--- src/rtl/load_store_unit_if.sv ---
// Request/response and DataMemory signals of the load/store unit.
// The slave modport is the unit's own view; master is the execute stage plus memory.
interface load_store_unit_if #(
  parameter int unsigned ADDR_W = 32
) ();

  logic              req_valid;
  logic              req_ready;
  logic              req_we;
  logic [1:0]        req_size;
  logic              req_signed;
  logic [ADDR_W-1:0] req_addr;
  logic [31:0]       req_wdata;
  logic              resp_valid;
  logic [31:0]       resp_rdata;
  logic              WE;
  logic [3:0]        BE;
  logic [ADDR_W-1:0] A;
  logic [31:0]       WD;
  logic [31:0]       RD;

  modport slave (
    input  req_valid, req_we, req_size, req_signed, req_addr, req_wdata, RD,
    output req_ready, resp_valid, resp_rdata, WE, BE, A, WD
  );

  modport master (
    output req_valid, req_we, req_size, req_signed, req_addr, req_wdata, RD,
    input  req_ready, resp_valid, resp_rdata, WE, BE, A, WD
  );

endinterface

--- src/rtl/load_store_unit.sv ---
// Load/store unit: turns byte/halfword/word requests into word-aligned memory beats,
// splitting accesses that straddle a word boundary. Big-endian lane order.
module load_store_unit #(
  parameter int unsigned ADDR_W = 32,
  parameter int unsigned DATA_W = 32
) (
  input logic              clk,
  input logic              reset,
  load_store_unit_if.slave bus
);

  typedef enum logic [1:0] {StIdle, StAcc0, StAcc1, StDone} state_e;

  state_e            state_q;
  logic              we_q;
  logic              signed_q;
  logic [1:0]        size_q;
  logic [1:0]        off_q;
  logic [DATA_W-1:0] wdata_q;
  logic [31:0]       rbuf_q;

  logic              ready_q;
  logic              rvalid_q;
  logic [DATA_W-1:0] rdata_q;
  logic              mem_we_q;
  logic [3:0]        be_q;
  logic [ADDR_W-1:0] a_q;
  logic [DATA_W-1:0] wd_q;

  // Lane plan spans two words: span_be[7:4]/span_wd[63:32] are the first beat.
  logic [1:0]        p_size;
  logic [1:0]        p_off;
  logic [DATA_W-1:0] p_wdata;
  logic [DATA_W-1:0] left;
  logic [7:0]        span_be;
  logic [63:0]       span_wd;

  always_comb begin
    if (state_q == StIdle) begin
      p_size  = bus.req_size;
      p_off   = bus.req_addr[1:0];
      p_wdata = bus.req_wdata;
    end else begin
      p_size  = size_q;
      p_off   = off_q;
      p_wdata = wdata_q;
    end
    case (p_size)
      2'b00: begin
        span_be = 8'h80 >> p_off;
        left    = {p_wdata[7:0], 24'h0};
      end
      2'b01: begin
        span_be = 8'hc0 >> p_off;
        left    = {p_wdata[15:0], 16'h0};
      end
      default: begin
        span_be = 8'hf0 >> p_off;
        left    = p_wdata;
      end
    endcase
    span_wd = {left, 32'h0} >> {p_off, 3'b000};
  end

  // Load bytes in address order; the last lane of the second word is never needed.
  logic [31:0]       rd_lanes;
  logic [55:0]       buf_d;
  logic [31:0]       al;
  logic [DATA_W-1:0] ext;

  always_comb begin
    for (int i = 0; i < 4; i++) begin
      rd_lanes[8*i +: 8] = bus.RD[8*i +: 8] & {8{be_q[i]}};
    end
    buf_d = (state_q == StAcc1) ? {rbuf_q, rd_lanes[31:8]} : {rd_lanes, 24'h0};
    case (off_q)
      2'd0:    al = buf_d[55:24];
      2'd1:    al = buf_d[47:16];
      2'd2:    al = buf_d[39:8];
      default: al = buf_d[31:0];
    endcase
    case (size_q)
      2'b00:   ext = {{24{signed_q & al[31]}}, al[31:24]};
      2'b01:   ext = {{16{signed_q & al[31]}}, al[31:16]};
      default: ext = al;
    endcase
  end

  always_ff @(posedge clk) begin
    if (reset) begin
      state_q  <= StIdle;
      we_q     <= 1'b0;
      signed_q <= 1'b0;
      size_q   <= 2'b00;
      off_q    <= 2'b00;
      wdata_q  <= '0;
      rbuf_q   <= '0;
      ready_q  <= 1'b1;
      rvalid_q <= 1'b0;
      rdata_q  <= '0;
      mem_we_q <= 1'b0;
      be_q     <= 4'b0000;
      a_q      <= '0;
      wd_q     <= '0;
    end else begin
      rvalid_q <= 1'b0;
      rdata_q  <= '0;
      mem_we_q <= 1'b0;
      be_q     <= 4'b0000;
      unique case (state_q)
        StIdle: begin
          if (bus.req_valid) begin
            state_q  <= StAcc0;
            ready_q  <= 1'b0;
            we_q     <= bus.req_we;
            signed_q <= bus.req_signed;
            size_q   <= bus.req_size;
            off_q    <= bus.req_addr[1:0];
            wdata_q  <= bus.req_wdata;
            mem_we_q <= bus.req_we;
            be_q     <= span_be[7:4];
            a_q      <= {bus.req_addr[ADDR_W-1:2], 2'b00};
            wd_q     <= bus.req_we ? span_wd[63:32] : '0;
          end
        end
        StAcc0: begin
          rbuf_q <= rd_lanes;
          if (|span_be[3:0]) begin
            state_q  <= StAcc1;
            mem_we_q <= we_q;
            be_q     <= span_be[3:0];
            a_q      <= a_q + ADDR_W'(4);
            wd_q     <= we_q ? span_wd[31:0] : '0;
          end else begin
            state_q  <= StDone;
            rvalid_q <= 1'b1;
            rdata_q  <= we_q ? '0 : ext;
          end
        end
        StAcc1: begin
          state_q  <= StDone;
          rvalid_q <= 1'b1;
          rdata_q  <= we_q ? '0 : ext;
        end
        StDone: begin
          state_q <= StIdle;
          ready_q <= 1'b1;
        end
      endcase
    end
  end

  assign bus.req_ready  = ready_q;
  assign bus.resp_valid = rvalid_q;
  assign bus.resp_rdata = rdata_q;
  assign bus.WE         = mem_we_q;
  assign bus.BE         = be_q;
  assign bus.A          = a_q;
  assign bus.WD         = wd_q;

endmodule
--- src/flat_wrapper.sv ---
// flat-port wrapper written by rule: the top's interface ports become plain ports
module load_store_unit_flat 
#(
  parameter int unsigned ADDR_W = 32,
  parameter int unsigned DATA_W = 32
)
  (clk, reset, bus_req_valid, bus_req_we, bus_req_size, bus_req_signed, bus_req_addr, bus_req_wdata, bus_RD, bus_req_ready, bus_resp_valid, bus_resp_rdata, bus_WE, bus_BE, bus_A, bus_WD);
  load_store_unit_if #(.ADDR_W(ADDR_W)) bus_i ();
  input logic clk;
  input logic reset;
  input wire logic [$bits(bus_i.req_valid)-1:0] bus_req_valid;
  input wire logic [$bits(bus_i.req_we)-1:0] bus_req_we;
  input wire logic [$bits(bus_i.req_size)-1:0] bus_req_size;
  input wire logic [$bits(bus_i.req_signed)-1:0] bus_req_signed;
  input wire logic [$bits(bus_i.req_addr)-1:0] bus_req_addr;
  input wire logic [$bits(bus_i.req_wdata)-1:0] bus_req_wdata;
  input wire logic [$bits(bus_i.RD)-1:0] bus_RD;
  output wire logic [$bits(bus_i.req_ready)-1:0] bus_req_ready;
  output wire logic [$bits(bus_i.resp_valid)-1:0] bus_resp_valid;
  output wire logic [$bits(bus_i.resp_rdata)-1:0] bus_resp_rdata;
  output wire logic [$bits(bus_i.WE)-1:0] bus_WE;
  output wire logic [$bits(bus_i.BE)-1:0] bus_BE;
  output wire logic [$bits(bus_i.A)-1:0] bus_A;
  output wire logic [$bits(bus_i.WD)-1:0] bus_WD;
  assign bus_i.req_valid = bus_req_valid;
  assign bus_i.req_we = bus_req_we;
  assign bus_i.req_size = bus_req_size;
  assign bus_i.req_signed = bus_req_signed;
  assign bus_i.req_addr = bus_req_addr;
  assign bus_i.req_wdata = bus_req_wdata;
  assign bus_i.RD = bus_RD;
  assign bus_req_ready = bus_i.req_ready;
  assign bus_resp_valid = bus_i.resp_valid;
  assign bus_resp_rdata = bus_i.resp_rdata;
  assign bus_WE = bus_i.WE;
  assign bus_BE = bus_i.BE;
  assign bus_A = bus_i.A;
  assign bus_WD = bus_i.WD;
  load_store_unit #(.ADDR_W(ADDR_W), .DATA_W(DATA_W)) u_core (.clk(clk), .reset(reset), .bus(bus_i));
endmodule
--- config.mk ---
export PLATFORM = sky130hd
export DESIGN_NAME = load_store_unit_flat
export DESIGN_NICKNAME = d
export VERILOG_FILES = /design/src/rtl/load_store_unit_if.sv /design/src/rtl/load_store_unit.sv /design/src/flat_wrapper.sv
export SDC_FILE = /design/constraint.sdc
export NUM_CORES = 1
export LEC_CHECK = 0
export CAP_MARGIN = 20
export CELL_PAD_IN_SITES_DETAIL_PLACEMENT = 0
export CELL_PAD_IN_SITES_GLOBAL_PLACEMENT = 1
export CORE_MARGIN = 2
export CORE_UTILIZATION = 40
export CTS_CLUSTER_SIZE = 16
export DETAILED_ROUTE_END_ITERATION = 16
export MAX_ROUTING_LAYER = met4
export PLACE_DENSITY_LB_ADDON = 0.1
export SLEW_MARGIN = 5
export SYNTH_ARGS = -nofsm -noshare
export SYNTH_HDL_FRONTEND = slang
export SYNTH_SLANG_ARGS = --single-unit
export TNS_END_PERCENT = 1
--- constraint.sdc ---
create_clock -name clk -period 4.9 [get_ports clk]
set_clock_uncertainty 0.15 [all_clocks]
set_input_delay 0.98 -clock clk [delete_from_list [all_inputs] [get_ports clk]]
set_output_delay 0.98 -clock clk [all_outputs]
set_load 0.05 [all_outputs]
Yosys cells after proc, flatten, opt, wreduce, memory -nomap -nowiden
Cells that the tools add are included.
{"block": "word_totals", "ff_bits": 175, "in_bits": 103, "out_inout_bits": 103, "elab_cells": 75}
{"block": "classes", "addsub": 1, "n_eq_ne": 9, "shift": 4, "n_mux": 32, "n_bitwise": 5, "reduce_logical": 10}
{"cell": "$pmux W32 S2", "count": 5}
{"cell": "$mux W32", "count": 9}
{"cell": "$pmux W32 S3", "count": 1}
{"cell": "$shr A64 B5 Y64", "count": 1}
{"cell": "$mux W56", "count": 1}
{"cell": "$add A32 B3 Y32 const B", "count": 1}
{"cell": "$and A8 B8 Y8", "count": 4}
{"cell": "$shr A8 B2 Y8 const A", "count": 3}
{"cell": "$pmux W8 S2", "count": 1}
{"cell": "$eq A2 B1 Y1 const B", "count": 4}
{"cell": "$logic_not A2 Y1", "count": 4}
{"cell": "$mux W4", "count": 2}
{"cell": "$pmux W2 S4", "count": 1}
{"cell": "$pmux W4 S2", "count": 1}
{"cell": "$eq A2 B2 Y1 const B", "count": 3}
{"cell": "$mux W2", "count": 3}
{"cell": "$pmux W1 S2", "count": 3}
{"cell": "$mux W1", "count": 5}
{"cell": "$reduce_and A2 Y1", "count": 2}
{"cell": "$reduce_bool A2 Y1", "count": 2}
{"cell": "$reduce_or A4 Y1", "count": 1}
{"cell": "$reduce_and A3 Y1", "count": 1}
{"cell": "$ne A2 B1 Y1 const B", "count": 1}
{"cell": "$ne A2 B2 Y1 const B", "count": 1}
{"cell": "$and A1 B1 Y1", "count": 1}

Longest topological paths before layout
Gate-level depths: netlist (run 1).
{"block": "logic_depth", "word_depth": 8, "depth_mapped": 12, "depth_no_buf": 8}

Worst setup path after synthesis (run 1)
Ideal clock, no wire load.
{"block": "synth_timing", "path_type": "in2reg", "startpoint": "input port bus_RD[31]", "endpoint": "register u_core.rdata_q[23], in the netlist u_core.bus.resp_rdata[23]", "arrival_ns": 2.513, "t_required_ns": 4.680, "path_slack_ns": 2.168, "path_stages": 8, "cell_sequence": "nand2_1 o21a_1 mux4_2 nor2b_1 clkbuf_1 o21ai_1 buf_2 a21oi_1"}
{"block": "synth_between", "elab_chain_len": 8}
{"element": "start: declaration", "line": "flat_wrapper.sv:17", "source": "input wire logic [$bits(bus_i.RD)-1:0] bus_RD;"}
{"element": "$and A8 B8 Y8 (*)", "line": "load_store_unit.sv:73", "source": "rd_lanes[8*i +: 8] = bus.RD[8*i +: 8] & {8{be_q[i]}};"}
{"element": "$mux W56 (*)", "line": "load_store_unit.sv:75", "source": "buf_d = (state_q == StAcc1) ? {rbuf_q, rd_lanes[31:8]} : {rd_lanes, 24'h0};"}
{"element": "$pmux W32 S3 (*)", "line": "load_store_unit.sv:76", "source": "case (off_q)"}
{"element": "$and A1 B1 Y1", "line": "load_store_unit.sv:83, load_store_unit.sv:84"}
{"element": "$pmux W32 S2 (*)", "line": "load_store_unit.sv:82", "source": "case (size_q)"}
{"element": "$mux W32 (*)", "line": "load_store_unit.sv:137, load_store_unit.sv:143"}
{"element": "$mux W32", "line": "load_store_unit.sv:128", "source": "if (|span_be[3:0]) begin"}
{"element": "$pmux W32 S2 (*)", "line": "load_store_unit.sv:110", "source": "unique case (state_q)"}
{"element": "end signal: assignment", "line": "load_store_unit.sv:137", "source": "rdata_q <= we_q ? '0 : ext;"}
{"element": "end signal: assignment", "line": "load_store_unit.sv:143", "source": "rdata_q <= we_q ? '0 : ext;"}
{"element": "end: declaration", "line": "load_store_unit.sv:24", "source": "logic [DATA_W-1:0] rdata_q;"}
Every way passes the cells marked *; elsewhere a longest branch is shown, timed or not.
A chain may end at the register's enable or synchronous reset.

Worst setup path after layout (run 1)
{"block": "layout_timing", "startpoint": "input port bus_req_size[1]", "endpoint": "register u_core.rdata_q[18], in the netlist u_core.bus.resp_rdata[18]"}
{"block": "layout_between", "elab_chain_len": 6}
{"element": "start: declaration", "line": "flat_wrapper.sv:13", "source": "input wire logic [$bits(bus_i.req_size)-1:0] bus_req_size;"}
{"element": "$mux W2 (*)", "line": "load_store_unit.sv:39", "source": "if (state_q == StIdle) begin"}
{"element": "$eq A2 B1 Y1 or $logic_not A2 Y1 (tied branches)", "line": "load_store_unit.sv:48", "source": "case (p_size)"}
{"element": "$pmux W8 S2 (*)", "line": "load_store_unit.sv:48"}
{"element": "$reduce_or A4 Y1 (*)", "line": "load_store_unit.sv:128"}
{"element": "$mux W32 (*)", "line": "load_store_unit.sv:128"}
{"element": "$pmux W32 S2 (*)", "line": "load_store_unit.sv:110"}
Marks and branches as above.

==> results of run 1 <==
-- Yosys cell counts, types with 8 or more instances --
cell,n
nor3_1,47
mux2_2,9
and2_1,8
nor2_1,109
o211ai_1,20
o22a_1,8
a21oi_1,186
o21ai_0,72
a31oi_1,24
o22ai_1,24
and3_1,8
inv_1,16
buf_2,13
a211oi_1,23
nand3b_1,14
nand3_1,68
nand4_1,11
dfxtp_1,173
nand2b_1,43
clkbuf_1,91
o221ai_1,8
nand2_1,197
mux2i_1,45
-- worst max-delay path: cells and delay by family --
kind	cells	cell delay, ns
simple gates	1	0.23
compound gates	4	1.06
mux	1	0.56
buf+inv	2	0.95
-- routing by layer --
| metal | up-vias | track usage, % |
|---|---|---|
| met5 | - | - |
| met4 | 0 | 9.37 |
| met3 | 47 | 4.81 |
| met2 | 341 | 45.7 |
| met1 | 5016 | 36.1 |
| li1 | 5202 | - |
-- cell families after synthesis --
group                    after synthesis  synth area share, %
XOR/XNOR                               3                0.261
AO/OA/AOI/OAI                        438                 26.9
adder cells (fa/ha/maj)                6                0.746
multiplexers                          60                 6.74
buffers and inverters                132                 5.20
other                                  1               0.0373
AND/OR/NAND/NOR                      549                 25.7
flip-flops                           173                 34.4
-- state kept, by name, indices dropped and copies added, names as in the netlist --
name and cells:
u_core.bus.req_ready 1, u_core.size_q 2, u_core.bus.BE 4, u_core.bus.WE 1, u_core.we_q 1, u_core.state_q 2, u_core.bus.resp_rdata 32, u_core.bus.A 30
u_core.wdata_q 32, u_core.rbuf_q 32, u_core.bus.WD 32, u_core.signed_q 1, u_core.off_q 2, u_core.bus.resp_valid 1
-- through the flow --
step	instances	util, %
global placement	1808	49.1
CTS	1839	51.6
floorplan	1363	-
global route	1840	51.6
finish	1841	51.6
detailed placement	1808	49.1
-- area by class of cell --
| type | instances | area, sq um |
|---|---|---|
| fillers | 2541 | 12100 |
| repair buffers | 229 | 2220 |
| multi-input cells | 1058 | 6090 |
| clock inverters | 14 | 181 |
| diodes | 2 | 5.00 |
| clock buffers | 17 | 425 |
| flip-flops and latches | 173 | 3460 |
| well taps | 330 | 413 |
| inverters | 18 | 67.6 |
-- worst paths after layout --
path / cells past startpoint / end / start / slack [ns]
worst max register to register: 9 / u_core.bus.WD[15] / u_core.state_q[0] / 1.31
worst max-delay path: 8 / u_core.bus.resp_rdata[18] / bus_req_size[1] / 1.30
worst min-delay path: 2 / u_core.wdata_q[2] / u_core.wdata_q[2] / 0.30
worst min register to register: 2 / u_core.wdata_q[2] / u_core.wdata_q[2] / 0.30
-- where the power goes --
group / internal [mW] / switching, mW
Clock: 0.812 / 0.635
Sequential: 1.74 / 0.306
Combinational: 1.59 / 3.21
Total: 4.14 / 4.15
==> flow_summary_export.csv, run 1 <==
group,metric,value,unit
global_routing,grt_pass1_wl,57.0,mm
yosys,synth_largest_area_cell,"dfxtp_1",
yosys,yosys_warnings,0,
sta,hold_viol,0,
clock_tree,cts-hold-fix-buffers,0,
sta,post-route-min-period,3.60,ns
clock_tree,cts_resized,0,
cells_and_area,layout.nets,1606,
detailed_routing,wl_met3,2.05,mm
cells_and_area,postLayoutCellArea,12900,sq um
sta,final.setup.worst_slack,1.30,ns
detailed_routing,ant_nets,0,
sta,setup-tns-final,0,ns
sta,fmax,278,MHz
die,die_w,163,microns
clock_tree,cts.sinks,173,
clock_tree,cts_inserted_buffers,17,
global_routing,grt_use_total,28.3,%
sta,worst_slew_pin_slew,1.04,ns
setup_path,crit_path_top_delay_cell,"clkdlybuf4s50_1",
global_routing,grt_max_degree,92,
clock_tree,clock_path_buffers,2,
placed_design,gp_congestion,0.920,
yosys,yosysUniqueCellTypes,69,
clock_tree,clkLatencyLatePin,0.43,ns
detailed_routing,met2_length,17.4,mm
die,design.core.area,25000,sq um
detailed_routing,drc,0,
detailed_routing,drt-total-wl,36.6,mm
global_routing,gr-total-overflow,0,
sta,grt_setup_unrepaired,"no",
setup_path,path_max_fanout,15,
yosys,synth_flop_cell,"dfxtp_1",
sta,drv_slew,0,
detailed_routing,top_layer,"met4",
clock_tree,cts-root-buf,"clkbuf_16",
sta,setup_viol,0,
die,io_pins,206,
power,leakage,4.40,nW
setup_path,crit_path_start_kind,"input port",
clock_tree,h-tree-depth,4,
clock_tree,cts_tree,"yes",
yosys,synth-seq-cells,173,
placed_design,post-dp-hpwl,26.3,mm
sta,period_share,73.4,%
cells_and_area,area_growth,28.0,%
setup_path,max_stage_delay,0.72,ns
cells_and_area,mostFrequentLayoutCells,"clkdlybuf4s50_1, nand2_1, a21oi_1",
die,start_util,40.3,%
die,die_h,163,microns
detailed_routing,dr.pass1.iters,5,
clock_tree,postCtsSetupBuffers,0,
setup_path,critical_path_class,"input port to register",
die,row_count,58,
setup_path,crit_top_cell,"o21ai_1",
yosys,netlist_area,10100,sq um
die,dieArea,26400,sq um
setup_path,crit_chain,"clkdlybuf4s50_1 > mux2_2 > nor2_1 > o21ai_1 > a211oi_1 > buf_4 > o21ai_1 > a21oi_1",
global_routing,grt_pass1_vias,9957,
global_routing,grt_antenna_before_repair,1,
cells_and_area,drive_above_1_share,6.30,%
yosys,ys_top_cells_by_area,"dfxtp_1, a21oi_1, nand2_1",
placed_design,place_area,12300,sq um
yosys,async_reset_ff_share,0,%
power,powerDensity,644,nW/um^2
sta,relSlewSlack,30.7,%
sta,holdWs,0.305,ns
placed_design,place_ws,0.912,ns
yosys,postSynthAreaPerCell,7.38,sq um
power,ir_drop,411,uV
detailed_routing,initialDrtViolationCount,870,
placed_design,port_buffers,203,
cells_and_area,layout_commonest_cell,"clkdlybuf4s50_1",
hold_path,hp-class,"register to register",
detailed_routing,wl_met1,16.3,mm
clock_tree,path_clk_slew,0.07,ns
yosys,synth_edf_count,0,
setup_path,end_kind,"register",
detailed_routing,vias_per_cell,5.76,
yosys,yosysTopAreaCellShare,34.4,%
run,max_cap_viol_count,0,
yosys,seq_area_frac_synth,34.4,%
setup_path,worstPathArrival,3.79,ns
yosys,syn-instance-count,1362,
setup_path,worstPathRequired,5.10,ns
power,power,8.29,mW
detailed_routing,num_vias,10606,
status,status,"finished, final reports clean",
detailed_routing,wire_per_inst,19.9,microns
(Power assumes the default switching activity.)
==> run 2: changes to the inputs <==
--- a/config.mk
+++ b/config.mk
@@ -9,7 +9,7 @@
 export CELL_PAD_IN_SITES_DETAIL_PLACEMENT = 0
 export CELL_PAD_IN_SITES_GLOBAL_PLACEMENT = 1
 export CORE_MARGIN = 2
-export CORE_UTILIZATION = 40
+export CORE_UTILIZATION = 38
 export CTS_CLUSTER_SIZE = 16
 export DETAILED_ROUTE_END_ITERATION = 16
 export MAX_ROUTING_LAYER = met4
==> constraint.sdc (replaced) <==
create_clock -name clk -period 3.46 [get_ports clk]
set_clock_uncertainty 0.15 [all_clocks]
set_input_delay 0.692 -clock clk [delete_from_list [all_inputs] [get_ports clk]]
set_output_delay 0.692 -clock clk [all_outputs]
set_load 0.05 [all_outputs]
==> flow_summary_export.csv, run 2 (same netlist as run 1, synthesis figures left out) <==
group,metric,value,unit
clock_tree,cts.sinks,173,
global_routing,gr-total-overflow,0,
cells_and_area,layout_commonest_cell,"clkdlybuf4s50_1",
power,powerDensity,919,nW/um^2
cells_and_area,postLayoutCellArea,13200,sq um
sta,drv_slew,0,
setup_path,worstPathArrival,3.37,ns
hold_path,hp-class,"register to register",
setup_path,crit_path_top_delay_cell,"mux2_2",
sta,post-route-min-period,3.16,ns
clock_tree,clkLatencyLatePin,0.44,ns
setup_path,crit_top_cell,"nor3_1",
global_routing,use_met1,35.8,%
sta,setup_viol,0,
clock_tree,path_clk_slew,0.08,ns
placed_design,post-dp-hpwl,27.3,mm
global_routing,use_met2,43.2,%
clock_tree,cts-hold-fix-buffers,0,
global_routing,grt_busiest_layer,"met2",
power,switching_share,49.3,%
clock_tree,clock_path_buffers,2,
detailed_routing,ant_nets,0,
setup_path,max_stage_delay,0.47,ns
power,leakage,4.58,nW
detailed_routing,dr.pass1.iters,5,
setup_path,critical_path_class,"register to register",
clock_tree,cts_inserted_buffers,17,
global_routing,grt_pass1_wl,58.8,mm
detailed_routing,drc,0,
setup_path,path_max_fanout,44,
clock_tree,cts_resized,0,
power,p_clk_share,17.1,%
die,die_w,167,microns
detailed_routing,num_vias,10768,
cells_and_area,drive_above_1_share,8.48,%
clock_tree,h-tree-depth,4,
placed_design,place_ws,0.262,ns
global_routing,grt_pass1_vias,10225,
power,power_frac_comb,59.1,%
die,dieArea,27800,sq um
cells_and_area,area_growth,31.2,%
placed_design,port_buffers,203,
setup_path,end_kind,"register",
cells_and_area,utilization,50.6,%
setup_path,crit_chain,"inv_1 > ha_2 > buf_12 > mux2_2 > nor2_1 > nand3_1 > o22ai_1 > nor3_1 > nor3_1",
placed_design,gp_congestion,0.978,
sta,final.setup.worst_slack,0.302,ns
detailed_routing,vias_per_cell,5.72,
clock_tree,cts_tree,"yes",
detailed_routing,wire_per_inst,19.9,microns
power,p_switching,5.99,mW
run,max_cap_viol_count,0,
die,die_h,167,microns
power,ir_drop,550,uV
sta,holdWs,0.304,ns
setup_path,cp_top_family,"simple AND/OR/NAND/NOR gates",
power,p_seq_share,23.8,%
global_routing,grtUsageMet3,4.11,%
sta,fmax,317,MHz
cells_and_area,mostFrequentLayoutCells,"clkdlybuf4s50_1, nand2_1, a21oi_1",
detailed_routing,drt-total-wl,37.5,mm
global_routing,grt_antenna_before_repair,1,
sta,period_share,91.3,%
sta,worst_slew_pin_slew,0.825,ns
setup_path,cp_num_buf_inv,2,
die,row_count,59,
setup_path,worstPathRequired,3.67,ns
placed_design,place_inst,1849,
global_routing,grt_use_total,27.2,%
setup_path,crit_path_start_kind,"register",
sta,grt_setup_unrepaired,"no",
sta,hold_viol,0,
cells_and_area,fin_cells,1881,
power,power,12.1,mW
clock_tree,cts-root-buf,"clkbuf_16",
placed_design,place_area,12600,sq um
cells_and_area,layout.nets,1642,
die,start_util,38.6,%
power,p_int,6.15,mW
die,design.core.area,26100,sq um
sta,setup-tns-final,0,ns
detailed_routing,initialDrtViolationCount,1104,
sta,relSlewSlack,44.4,%
clock_tree,postCtsSetupBuffers,0,
die,io_pins,206,
status,status,"finished, final reports clean",
global_routing,grt_max_degree,65,
-- run 2: worst min-delay path, cell delays in order, from the launching register on --
cell and delay, ns:
dfxtp_1 0.31, nand2_1 0.05, a21oi_1 0.05
-- run 2: worst paths after layout --
check,start,endpoint,slack [ns],cells past startpoint
worst max-delay path,u_core.state_q[0],u_core.bus.WD[11],0.30,9
worst min-delay path,u_core.wdata_q[9],u_core.wdata_q[9],0.30,2
worst max register to register,u_core.state_q[0],u_core.bus.WD[11],0.30,9
worst min register to register,u_core.wdata_q[9],u_core.wdata_q[9],0.30,2
-- run 2: layer usage --
| layer | vias up | routed length, microns |
|---|---|---|
| met2 | 366 | 17200 |
| li1 | 5278 | - |
| met3 | 53 | 1990 |
| met4 | 0 | 926 |
| met1 | 5071 | 17400 |
| met5 | - | 0 |
-- run 2: cell type report --
type,instances,area [sq um]
Fill cell,2677,12900
Multi-Input combinational cell,1058,6090
Sequential cell,173,3460
Timing Repair Buffer,265,2530
Clock buffer,18,439
Tap cell,335,419
Clock inverter,13,176
Inverter,18,67.6
Antenna cell,1,2.50
-- run 2: power groups by stage --
stage | clock network, mW | registers, mW | logic (mW)
2_1_floorplan | 0 | 4.01 | 3.56
3_3_place_gp | 0 | 2.92 | 7.13
3_5_place_dp | 0 | 2.92 | 7.13
4_1_cts | 2.11 | 2.88 | 7.15
5_1_grt | 2.18 | 2.95 | 7.73
6_report | 2.07 | 2.88 | 7.17
==> run 3: changes to the inputs <==
--- a/config.mk
+++ b/config.mk
@@ -14,6 +14,8 @@
 export DETAILED_ROUTE_END_ITERATION = 16
 export MAX_ROUTING_LAYER = met4
 export PLACE_DENSITY_LB_ADDON = 0.1
+export SETUP_SLACK_MARGIN = 0.4
+export SKIP_LAST_GASP = 1
 export SLEW_MARGIN = 5
 export SYNTH_ARGS = -nofsm -noshare
 export SYNTH_HDL_FRONTEND = slang
==> flow_summary_export.csv, run 3 (same netlist as run 1, synthesis figures left out) <==
group,metric,value,unit
cells_and_area,area_growth,31.5,%
clock_tree,cts_inserted_buffers,17,
placed_design,gp_congestion,0.978,
setup_path,crit_path_start_kind,"register",
cells_and_area,utilization,50.8,%
clock_tree,cts_tree,"yes",
sta,setup_viol,0,
clock_tree,cts-root-buf,"clkbuf_16",
detailed_routing,vias_per_cell,5.73,
hold_path,hp-class,"register to register",
global_routing,grt_use_total,27.2,%
run,max_cap_viol_count,0,
power,ir_drop,552,uV
detailed_routing,initialDrtViolationCount,1007,
die,io_pins,206,
die,die_h,167,microns
clock_tree,cts.sinks,173,
detailed_routing,dr.pass1.iters,5,
die,design.core.area,26100,sq um
detailed_routing,drt-total-wl,37.6,mm
global_routing,grt_pass1_wl,58.8,mm
global_routing,gr-total-overflow,0,
die,die_w,167,microns
sta,post-route-min-period,2.89,ns
sta,fmax,346,MHz
die,row_count,59,
power,leakage,4.59,nW
status,status,"finished, final reports clean",
clock_tree,clock_path_buffers,2,
setup_path,critical_path_class,"register to register",
clock_tree,cts-hold-fix-buffers,0,
global_routing,grt_antenna_before_repair,1,
setup_path,end_kind,"register",
sta,grt_setup_unrepaired,"yes",
setup_path,worstPathRequired,3.67,ns
cells_and_area,mostFrequentLayoutCells,"clkdlybuf4s50_1, nand2_1, a21oi_1",
cells_and_area,regArea,3460,sq um
detailed_routing,wire_per_inst,20.0,microns
clock_tree,path_clk_slew,0.07,ns
sta,relSlewSlack,46.8,%
sta,setup-tns-final,0,ns
sta,drv_slew,0,
setup_path,path_max_fanout,44,
cells_and_area,layout_commonest_cell,"clkdlybuf4s50_1",
cells_and_area,fin_cells,1881,
power,powerDensity,920,nW/um^2
global_routing,grt_max_degree,65,
clock_tree,h-tree-depth,4,
cells_and_area,layout.nets,1642,
placed_design,post-dp-hpwl,27.3,mm
global_routing,grt_pass1_vias,10222,
detailed_routing,ant_nets,0,
sta,period_share,83.6,%
die,start_util,38.6,%
clock_tree,postCtsSetupBuffers,0,
placed_design,port_buffers,203,
cells_and_area,multi_input_area,6120,sq um
clock_tree,clkLatencyLatePin,0.44,ns
detailed_routing,drc,0,
sta,holdWs,0.305,ns
setup_path,worstPathArrival,3.10,ns
placed_design,place_inst,1849,
sta,hold_viol,0,
die,dieArea,27800,sq um
cells_and_area,fillCellCount,2671,
cells_and_area,drive_above_1_share,8.67,%
detailed_routing,num_vias,10780,
sta,worst_slew_pin_slew,0.790,ns
-- run 3: worst max-delay path, stage by stage, from the launching register on --
cell and delay [ns]:
dfxtp_1 0.36, inv_1 0.15, ha_4 0.29, buf_12 0.28, mux2_2 0.47, nor2_2 0.28
nand3_1 0.34, o22ai_1 0.25, nor3_1 0.08, nor3_1 0.16
-- run 3: through the flow --
stage,worst slack (ns),instance area (sq um),power [mW]
2_1_floorplan,0.837,10100,7.57
3_3_place_gp,0.334,12600,10.0
3_5_place_dp,0.262,12600,10.1
4_1_cts,0.452,13200,12.1
5_1_grt,0.367,13200,12.9
6_report,0.567,13200,12.2
-- run 3: final cells by class --
type	instances	area share, %
antenna	1	0.0189
clock buffer	18	3.32
clock inverter	13	1.33
inverter	18	0.511
multi-input combinational	1058	46.3
sequential	173	26.2
tap	335	3.17
timing repair buffer	265	19.1
-- run 3: where the power goes --
group	switching, mW	internal [mW]
clock network	0.900	1.17
logic	4.68	2.54
registers	0.422	2.46
-- run 3: per-layer routing --
layer / share of wire [%] / wire, microns / track usage (%) / up-vias
met5: 0 / 0 / - / -
met4: 2.5 / 929 / 8.32 / 0
met3: 5.9 / 2220 / 4.11 / 59
met2: 46 / 17300 / 43.2 / 385
met1: 46 / 17100 / 35.8 / 5067
li1: - / - / - / 5269
-- run 3: final timing paths --
| check | from | to | slack, ns | cells past startpoint |
|---|---|---|---|---|
| hold reg to reg | u_core.wdata_q[13] | u_core.wdata_q[13] | 0.30 | 2 |
| hold / removal | u_core.wdata_q[13] | u_core.wdata_q[13] | 0.30 | 2 |
| setup / recovery | u_core.state_q[0] | u_core.bus.WD[13] | 0.57 | 9 |
| setup reg to reg | u_core.state_q[0] | u_core.bus.WD[13] | 0.57 | 9 |
-- run 3: timing repair --
action / in CTS / in global routing
endpoints found under the setup margin: 8 / 45
gates cloned: 0 / 0
resized for setup: 2 / 4
